===== config.mk =====
export PLATFORM = sky130hd
export DESIGN_NAME = rf_write_ctrl_flat
export DESIGN_NICKNAME = d
export VERILOG_FILES = /design/src/rtl/rf_write_ctrl_if.sv /design/src/rtl/rf_write_ctrl.sv /design/src/flat_wrapper.sv
export SDC_FILE = /design/constraint.sdc
export NUM_CORES = 1
export LEC_CHECK = 0
export BUFFER_PORTS_ARGS = -buffer_cell sky130_fd_sc_hd__buf_2
export CAP_MARGIN = 10
export CORE_ASPECT_RATIO = 2
export CORE_UTILIZATION = 30
export DETAILED_ROUTE_END_ITERATION = 8
export GPL_TIMING_DRIVEN = 0
export PLACE_DENSITY = 0.71
export SKIP_LAST_GASP = 1
export SLEW_MARGIN = 15
export SYNTH_ARGS = -nofsm -noshare
export SYNTH_HDL_FRONTEND = slang
export SYNTH_SLANG_ARGS = --single-unit

===== constraint.sdc =====
create_clock -name CLK -period 4.4 [get_ports CLK]
set_clock_uncertainty 0.15 [all_clocks]
set_input_delay 0.22 -clock CLK [delete_from_list [all_inputs] [get_ports CLK]]
set_output_delay 0.22 -clock CLK [all_outputs]
set_load 0.05 [all_outputs]

===== src/rtl/rf_write_ctrl_if.sv =====
// Bundle of the writeback, multi-cycle and RF write-port signals around
// rf_write_ctrl. The master side is the pipeline/multi-cycle unit.
// The slave side is the controller.
interface rf_write_ctrl_if #(
    parameter int DATA_W = 32,
    parameter int ADDR_W = 5
);
    logic              CLEAR_REQ;
    logic              WB_EN;
    logic [ADDR_W-1:0] WB_WA;
    logic [DATA_W-1:0] WB_WD;
    logic              MC_VALID;
    logic [ADDR_W-1:0] MC_WA;
    logic [DATA_W-1:0] MC_WD;
    logic              MC_READY;
    logic              RF_EN;
    logic [ADDR_W-1:0] RF_WA;
    logic [DATA_W-1:0] RF_WD;
    logic              BUSY;
    logic              PIPE_STALL;

    modport master (
        output CLEAR_REQ, WB_EN, WB_WA, WB_WD, MC_VALID, MC_WA, MC_WD,
        input  MC_READY, RF_EN, RF_WA, RF_WD, BUSY, PIPE_STALL
    );

    modport slave (
        input  CLEAR_REQ, WB_EN, WB_WA, WB_WD, MC_VALID, MC_WA, MC_WD,
        output MC_READY, RF_EN, RF_WA, RF_WD, BUSY, PIPE_STALL
    );
endinterface


===== src/rtl/rf_write_ctrl.sv =====
// Register-file write-port controller for OTTER.
// The single RF write port is shared between pipeline writeback and a
// multi-cycle unit. Writeback always has priority.
// After reset, and on CLEAR_REQ, the block sweeps x1..x31 to CLEAR_VAL.
// PIPE_STALL asks the pipeline for bubbles when the multi-cycle unit is
// refused too long.
module rf_write_ctrl #(
    parameter int                DATA_W     = 32,
    parameter int                ADDR_W     = 5,
    parameter logic [DATA_W-1:0] CLEAR_VAL  = {DATA_W{1'b0}},
    parameter int                STARVE_MAX = 4
) (
    input  logic           CLK,
    input  logic           RST_N,
    rf_write_ctrl_if.slave bus
);

    localparam int SW = (STARVE_MAX < 1) ? 1 : $clog2(STARVE_MAX + 1);

    localparam logic [ADDR_W-1:0] ADDR_ZERO  = {ADDR_W{1'b0}};
    localparam logic [ADDR_W-1:0] CNT_ONE    = {{(ADDR_W-1){1'b0}}, 1'b1};
    localparam logic [ADDR_W-1:0] CNT_LAST   = {ADDR_W{1'b1}};
    localparam logic [DATA_W-1:0] DATA_ZERO  = {DATA_W{1'b0}};
    localparam logic [SW-1:0]     STARVE_ONE = {{(SW-1){1'b0}}, 1'b1};
    localparam logic [SW-1:0]     STARVE_LIM = SW'(STARVE_MAX);
    localparam logic [SW-1:0]     STARVE_ZER = {SW{1'b0}};

    typedef enum logic [1:0] {
        ST_INIT  = 2'd0,
        ST_CLEAR = 2'd1,
        ST_RUN   = 2'd2
    } state_t;

    state_t            state_r;
    state_t            state_nxt_s;
    logic [ADDR_W-1:0] cnt_r;
    logic [SW-1:0]     starve_r;
    logic [SW-1:0]     starve_nxt_s;
    logic              pipe_stall_r;
    logic              stall_nxt_s;

    logic              wb_win_s;
    logic              rf_en_s;
    logic [ADDR_W-1:0] rf_wa_s;
    logic [DATA_W-1:0] rf_wd_s;
    logic              busy_s;
    logic              mc_ready_s;

    // Writeback to x0 is treated as no request, so it never blocks the MC unit.
    assign wb_win_s = bus.WB_EN && (bus.WB_WA != ADDR_ZERO);

    // State register.
    always_ff @(posedge CLK or negedge RST_N) begin
        if (!RST_N) begin
            state_r <= ST_INIT;
        end else begin
            state_r <= state_nxt_s;
        end
    end

    // Next-state logic. A clear always runs to completion once started.
    always_comb begin
        state_nxt_s = state_r;
        case (state_r)
            ST_INIT:  state_nxt_s = ST_CLEAR;
            ST_CLEAR: begin
                if (cnt_r == CNT_LAST) begin
                    state_nxt_s = ST_RUN;
                end else begin
                    state_nxt_s = ST_CLEAR;
                end
            end
            ST_RUN: begin
                if (bus.CLEAR_REQ) begin
                    state_nxt_s = ST_CLEAR;
                end else begin
                    state_nxt_s = ST_RUN;
                end
            end
            default:  state_nxt_s = ST_INIT;
        endcase
    end

    // Output logic: clear sweep, or same-cycle WB/MC arbitration in RUN.
    always_comb begin
        rf_en_s    = 1'b0;
        rf_wa_s    = ADDR_ZERO;
        rf_wd_s    = DATA_ZERO;
        busy_s     = 1'b1;
        mc_ready_s = 1'b0;
        case (state_r)
            ST_INIT: begin
                busy_s = 1'b1;
            end
            ST_CLEAR: begin
                rf_en_s = 1'b1;
                rf_wa_s = cnt_r;
                rf_wd_s = CLEAR_VAL;
            end
            ST_RUN: begin
                busy_s = 1'b0;
                if (wb_win_s) begin
                    rf_en_s = 1'b1;
                    rf_wa_s = bus.WB_WA;
                    rf_wd_s = bus.WB_WD;
                end else begin
                    mc_ready_s = 1'b1;
                    if (bus.MC_VALID && (bus.MC_WA != ADDR_ZERO)) begin
                        rf_en_s = 1'b1;
                        rf_wa_s = bus.MC_WA;
                        rf_wd_s = bus.MC_WD;
                    end else begin
                        rf_en_s = 1'b0;
                    end
                end
            end
            default: begin
                busy_s = 1'b1;
            end
        endcase
    end

    // Clear address counter. It is held at 1 outside an active sweep, so every clear starts at x1.
    always_ff @(posedge CLK or negedge RST_N) begin
        if (!RST_N) begin
            cnt_r <= CNT_ONE;
        end else if ((state_r == ST_CLEAR) && (cnt_r != CNT_LAST)) begin
            cnt_r <= cnt_r + CNT_ONE;
        end else begin
            cnt_r <= CNT_ONE;
        end
    end

    // Next starvation count and stall request.
    // Leaving RUN, a handshake, or a dropped request all clear them.
    always_comb begin
        starve_nxt_s = STARVE_ZER;
        stall_nxt_s  = 1'b0;
        if ((state_r != ST_RUN) || (state_nxt_s != ST_RUN)) begin
            starve_nxt_s = STARVE_ZER;
            stall_nxt_s  = 1'b0;
        end else if (bus.MC_VALID && !mc_ready_s) begin
            if (starve_r >= STARVE_LIM) begin
                starve_nxt_s = STARVE_LIM;
            end else begin
                starve_nxt_s = starve_r + STARVE_ONE;
            end
            stall_nxt_s = pipe_stall_r || (starve_nxt_s == STARVE_LIM);
        end else begin
            starve_nxt_s = STARVE_ZER;
            stall_nxt_s  = 1'b0;
        end
    end

    // Starvation counter and registered stall output.
    always_ff @(posedge CLK or negedge RST_N) begin
        if (!RST_N) begin
            starve_r     <= STARVE_ZER;
            pipe_stall_r <= 1'b0;
        end else begin
            starve_r     <= starve_nxt_s;
            pipe_stall_r <= stall_nxt_s;
        end
    end

    assign bus.RF_EN      = rf_en_s;
    assign bus.RF_WA      = rf_wa_s;
    assign bus.RF_WD      = rf_wd_s;
    assign bus.BUSY       = busy_s;
    assign bus.MC_READY   = mc_ready_s;
    assign bus.PIPE_STALL = pipe_stall_r;

endmodule


===== src/flat_wrapper.sv =====
// flat-port wrapper written by rule: the top's interface ports become plain ports
module rf_write_ctrl_flat 
#(
    parameter int                DATA_W     = 32,
    parameter int                ADDR_W     = 5,
    parameter logic [DATA_W-1:0] CLEAR_VAL  = {DATA_W{1'b0}},
    parameter int                STARVE_MAX = 4
)
  (CLK, RST_N, bus_CLEAR_REQ, bus_WB_EN, bus_WB_WA, bus_WB_WD, bus_MC_VALID, bus_MC_WA, bus_MC_WD, bus_MC_READY, bus_RF_EN, bus_RF_WA, bus_RF_WD, bus_BUSY, bus_PIPE_STALL);
  rf_write_ctrl_if #(.DATA_W(DATA_W), .ADDR_W(ADDR_W)) bus_i ();
  input  logic CLK;
  input  logic RST_N;
  input wire logic [$bits(bus_i.CLEAR_REQ)-1:0] bus_CLEAR_REQ;
  input wire logic [$bits(bus_i.WB_EN)-1:0] bus_WB_EN;
  input wire logic [$bits(bus_i.WB_WA)-1:0] bus_WB_WA;
  input wire logic [$bits(bus_i.WB_WD)-1:0] bus_WB_WD;
  input wire logic [$bits(bus_i.MC_VALID)-1:0] bus_MC_VALID;
  input wire logic [$bits(bus_i.MC_WA)-1:0] bus_MC_WA;
  input wire logic [$bits(bus_i.MC_WD)-1:0] bus_MC_WD;
  output wire logic [$bits(bus_i.MC_READY)-1:0] bus_MC_READY;
  output wire logic [$bits(bus_i.RF_EN)-1:0] bus_RF_EN;
  output wire logic [$bits(bus_i.RF_WA)-1:0] bus_RF_WA;
  output wire logic [$bits(bus_i.RF_WD)-1:0] bus_RF_WD;
  output wire logic [$bits(bus_i.BUSY)-1:0] bus_BUSY;
  output wire logic [$bits(bus_i.PIPE_STALL)-1:0] bus_PIPE_STALL;
  assign bus_i.CLEAR_REQ = bus_CLEAR_REQ;
  assign bus_i.WB_EN = bus_WB_EN;
  assign bus_i.WB_WA = bus_WB_WA;
  assign bus_i.WB_WD = bus_WB_WD;
  assign bus_i.MC_VALID = bus_MC_VALID;
  assign bus_i.MC_WA = bus_MC_WA;
  assign bus_i.MC_WD = bus_MC_WD;
  assign bus_MC_READY = bus_i.MC_READY;
  assign bus_RF_EN = bus_i.RF_EN;
  assign bus_RF_WA = bus_i.RF_WA;
  assign bus_RF_WD = bus_i.RF_WD;
  assign bus_BUSY = bus_i.BUSY;
  assign bus_PIPE_STALL = bus_i.PIPE_STALL;
  rf_write_ctrl #(.DATA_W(DATA_W), .ADDR_W(ADDR_W), .CLEAR_VAL(CLEAR_VAL), .STARVE_MAX(STARVE_MAX)) u_core (.CLK(CLK), .RST_N(RST_N), .bus(bus_i));
endmodule

=== After elaboration in Yosys (flattened, before gate mapping) ===
Index checks and enable logic that the tools add are counted.

* Equality and inequality tests: 7
* Magnitude comparators: 1
* $add $sub $neg: 2
* Reductions and logical operators: 10
* Muxes and demuxes: 23

{| class="wikitable"
|+ Operators by type and width
! kind !! count
|-
| $mux 32 || 3
|-
| $mux 3 || 5
|-
| $mux 5 || 3
|-
| $pmux 5 s2 || 1
|-
| $reduce_bool 5->1 || 2
|-
| $mux 1 || 7
|-
| $pmux 2 s3 || 1
|-
| $add 5x1->5 const B || 1
|-
| $eq 5x5->1 const B || 1
|-
| $ne 5x5->1 const B || 1
|-
| $logic_and 1x1->1 || 4
|-
| $mux 2 || 2
|-
| $ne 2x2->1 const B || 2
|-
| $add 3x1->3 const B || 1
|-
| $eq 3x3->1 const B || 1
|-
| $ge 3x3->1 const B || 1
|-
| $eq 2x1->1 const B || 1
|-
| $eq 2x2->1 const B || 1
|-
| $logic_not 2->1 || 1
|-
| $logic_or 1x1->1 || 2
|-
| $pmux 1 s2 || 1
|-
| $logic_not 1->1 || 1
|}

* Word-level logic and storage cells: 47
* Output and inout bits: 41
* Register bits: 11
* Bits of input ports: 79

=== Logic depth before layout (Yosys ltp) ===
* Depth after elaboration: 12
* Mapped depth: 7
* Gate-level depth less buffers: 7

=== Worst setup path after synthesis ===
No wires, ideal clock.

* Path type: in2out
* Start: in bus_WB_WA[0]
* End: out bus_RF_WA[3]
* Stages: 4
* Path buffers: 0
* Path slack: 1753 ps
* Arrival: 2277 ps
* Cell sequence: or3_4 -> o31ai_1 -> a31oi_1 -> nor3b_1

* Word-level cells in the longest chain between the ends: 4

{| class="wikitable"
|+ Ends and longest elaborated chain
! what !! line !! source
|-
| start: declaration || flat_wrapper.sv:15 || <nowiki>input wire logic [$bits(bus_i.WB_WA)-1:0] bus_WB_WA;</nowiki>
|-
| $reduce_bool 5->1 || rf_write_ctrl.sv:50 || <nowiki>assign wb_win_s = bus.WB_EN && (bus.WB_WA != ADDR_ZERO);</nowiki>
|-
| $logic_and 1x1->1 || rf_write_ctrl.sv:50 ||
|-
| $mux 5 || rf_write_ctrl.sv:102 || <nowiki>if (wb_win_s) begin</nowiki>
|-
| $pmux 5 s2 || rf_write_ctrl.sv:91 || <nowiki>case (state_r)</nowiki>
|-
| end: declaration || flat_wrapper.sv:22 || <nowiki>output wire logic [$bits(bus_i.RF_WA)-1:0] bus_RF_WA;</nowiki>
|}

No other way between the ends.

=== Worst setup path in the final report ===
* Start: reg u_core.state_r[0]
* End: out bus_RF_WD[5]

* Word-level cells in the longest chain between the ends: 2

{| class="wikitable"
|+ Ends and longest elaborated chain
! what !! line !! source
|-
| start: declaration || rf_write_ctrl.sv:34 || <nowiki>state_t state_r;</nowiki>
|-
| start signal: assignment || rf_write_ctrl.sv:57 || <nowiki>state_r <= state_nxt_s;</nowiki>
|-
| $eq 2x2->1 || rf_write_ctrl.sv:91 ||
|-
| $mux 32 || rf_write_ctrl.sv:91 ||
|-
| end: declaration || flat_wrapper.sv:23 || <nowiki>output wire logic [$bits(bus_i.RF_WD)-1:0] bus_RF_WD;</nowiki>
|}

No other way between the ends.

==> flow_summary.json <==
{
  "numClockSinks": 11,
  "synth-main-ff-cell": "dfrtp_1",
  "gp_congestion": 0.805,
  "synthAdderAreaFrac_pct": 8.82,
  "synth_compound_area_share_pct": 41.1,
  "crit_arrival_ns": 2.25,
  "yosysWarnings": 0,
  "synthMuxAreaShare_pct": 0,
  "cts_buffer_depth": 2,
  "synth_nets": 211,
  "cpMostUsedCell": "buf_2",
  "nFillCells": 386,
  "wl_met2_um": 2260,
  "path_cells": "inv_1 > ha_1 > clkbuf_1 > o311a_2 > buf_2 > a22o_2 > buf_2",
  "multi_input_area_sq_um": 779,
  "nets": 335,
  "vias": 1502,
  "utilization_pct": 51.1,
  "crit_buf_inv": 4,
  "die_area_sq_mm": 0.00405,
  "hp-class": "in2reg",
  "viasPerCell": 5.07,
  "fp.dieW_um": 45.5,
  "drtIter0Drc": 22,
  "maxCapViolCount": 0,
  "finalHoldWorstSlack_ns": 0.119,
  "io_buffer_count": 118,
  "cts_buffers": 3,
  "status": "finished, final reports clean",
  "crit_slowest_cell": "dfrtp_1",
  "cts_hold_buf": 1,
  "max-vdd-ir-drop_mv": 0.249,
  "cp-start-kind": "flip-flop",
  "tightest_slew_ns": 0.505,
  "yosys.area_share.simple_pct": 17.2,
  "rsz0062_at_grt": "false",
  "grt_pass1_wl_um": 5860,
  "post_cts_buffers": 0,
  "crit_path_max_fanout": 10,
  "ys_types": 35,
  "path_clk_slew_ns": 0.05,
  "slowest_delay_ns": 0.40,
  "max_freq_mhz": 382,
  "route.met3.wl_um": 404,
  "synth_edf_count": 0,
  "top_layer_used": "met4",
  "die_h_um": 89.0,
  "htree_levels": 1,
  "hpwl_um": 3530,
  "num_rows": 31,
  "grt_max_degree": 12,
  "synth_top_family_by_area": "compound AO/OA/AOI/OAI gates",
  "crit_type": "reg2out",
  "track_usage_pct": 19.4,
  "root_buffer": "clkbuf_8",
  "ys_seq_area_share_pct": 24.4,
  "setup_viol": 0,
  "period_share_pct": 59.5,
  "slew_headroom_pct": 66.0,
  "wl_met1_um": 1360,
  "io_pins": 120,
  "drive_above_1_share_pct": 63.6,
  "synth-seq-cells": 11,
  "synth-xor-area-share_pct": 1.54,
  "grt_pass1_vias": 1408,
  "tns_ns": 0,
  "antenna_cells": 0,
  "pwr_density_cell_mw_per_mm2": 335,
  "ff_latch_area_sq_um": 277,
  "drc": 0,
  "crit_family": "buffers and inverters",
  "syn_area_per_cell_sq_um": 9.15,
  "drv_slew": 0,
  "final_common_cell": "buf_2",
  "core_area_sq_mm": 0.00361,
  "initial_core_util_pct": 31.5,
  "synth_async_sr_flop_share_pct": 100,
  "drt-total-wl_um": 4080,
  "cellLeakagePower_nw": 1.04,
  "postSynthCellCount": 124,
  "period_minus_slack_ns": 2.62,
  "holdPathStages": 3,
  "crit_path_end_kind": "output port",
  "first_pass_iters": 4,
  "grt.overflow.total": 0,
  "cp.depth": 7,
  "detail-route-antenna-nets": 0,
  "cts_resized": 0,
  "critPathRequiredTime_ns": 4.03,
  "area_growth_pct": 62.3,
  "ff2ff_path_depth": 7,
  "clock_latency_ns": 0.23,
  "cts_tree": "done",
  "final_cell_mix": "buf_2, a22o_2, nor2_1, dfrtp_1",
  "antenna_found_initial": 0,
  "syn_area_sq_mm": 0.00113,
  "wire_per_inst_um": 13.8,
  "hold_violations": 0
}
synth_stat cells (all sizes together), types with 2 or more instances:
cell type / number / area share (%)
nand3: 4 / 1.8
nor2: 10 / 3.3
nor3b: 2 / 1.3
buf: 6 / 4.3
nand2b: 2 / 1.1
a22o: 33 / 28
nand2: 6 / 2.0
nand4: 2 / 1.1
o21ai: 5 / 2.2
inv: 5 / 1.7
a22oi: 2 / 1.3
ha: 8 / 8.8
and2: 2 / 1.1
dfrtp: 10 / 22
a21oi: 3 / 1.3
a21boi: 2 / 1.3
nor3: 4 / 2.8
o31a: 2 / 2.3
a32oi: 2 / 1.5
clkbuf: 3 / 0.99
power by group:
group          total [W]  switching (W)  internal, W
Combinational   0.000360       0.000241     0.000119
Sequential      0.000159      0.0000249     0.000134
Clock          0.0000979      0.0000345    0.0000633
Total           0.000617       0.000301     0.000316
final timing paths:
check / startpoint / endpoint / slack, ns
max: u_core.state_r[0]$_DFF_PN0_ / bus_RF_WD[5] / 1.78
min: bus_CLEAR_REQ / u_core.state_r[0]$_DFF_PN0_ / 0.12
max reg2reg: u_core.cnt_r[0]$_DFF_PN1_ / u_core.starve_r[1]$_DFF_PN0_ / 2.48
min reg2reg: u_core.cnt_r[0]$_DFF_PN1_ / u_core.cnt_r[0]$_DFF_PN1_ / 0.31
max in group asynchronous: RST_N / u_core.cnt_r[0]$_DFF_PN1_ / 3.61
min in group asynchronous: RST_N / u_core.starve_r[0]$_DFF_PN0_ / 0.23
stage by stage:
step | cell area, sq um | worst slack, ns | power, W | instances
5_1_grt | 1840 | 1.65 | 0.000662 | 296
3_5_place_dp | 1790 | 2.05 | 0.000522 | 291
4_1_cts | 1840 | 1.79 | 0.000626 | 296
2_1_floorplan | 1130 | 1.75 | 0.000414 | 124
3_3_place_gp | 1790 | 2.08 | 0.000516 | 291
6_report | 1840 | 1.78 | 0.000617 | 296
sequential cells by signal (all words and copies together), names as in the netlist:
register and flops:
u_core.cnt_r 5, u_core.starve_r 3, u_core.state_r 2, u_core.bus.PIPE_STALL 1
tightest hold or removal path: stages:
cell     delay [ns]
buf_2          0.11
nand2_1        0.06
a21oi_1        0.07
cells by family (layout without fill, tap and decap cells):
| logic type | Yosys count | after routing |
|---|---|---|
| buffers and inverters | 14 | 137 |
| flip-flops | 11 | 11 |
| AO/OA/AOI/OAI | 53 | 53 |
| adder cells (fa/ha/maj) | 8 | 8 |
| XOR/XNOR | 2 | 2 |
| AND/OR/NAND/NOR | 36 | 36 |
layout make-up:
cell class	count	area share, %
clock buffers	4	2.45
multi-input cells	99	42.3
well taps	49	3.33
inverters	5	1.02
repair buffers	119	32.6
flip-flops and latches	11	15.0
plain buffers	9	3.26
metal layers:
layer	up-vias	GRT usage (%)
met4	0	8.82
met5	-	0
met2	83	40.1
met3	8	2.63
met1	688	16.4
li1	723	-
No activity file was read; power rests on OpenSTA's default activity.
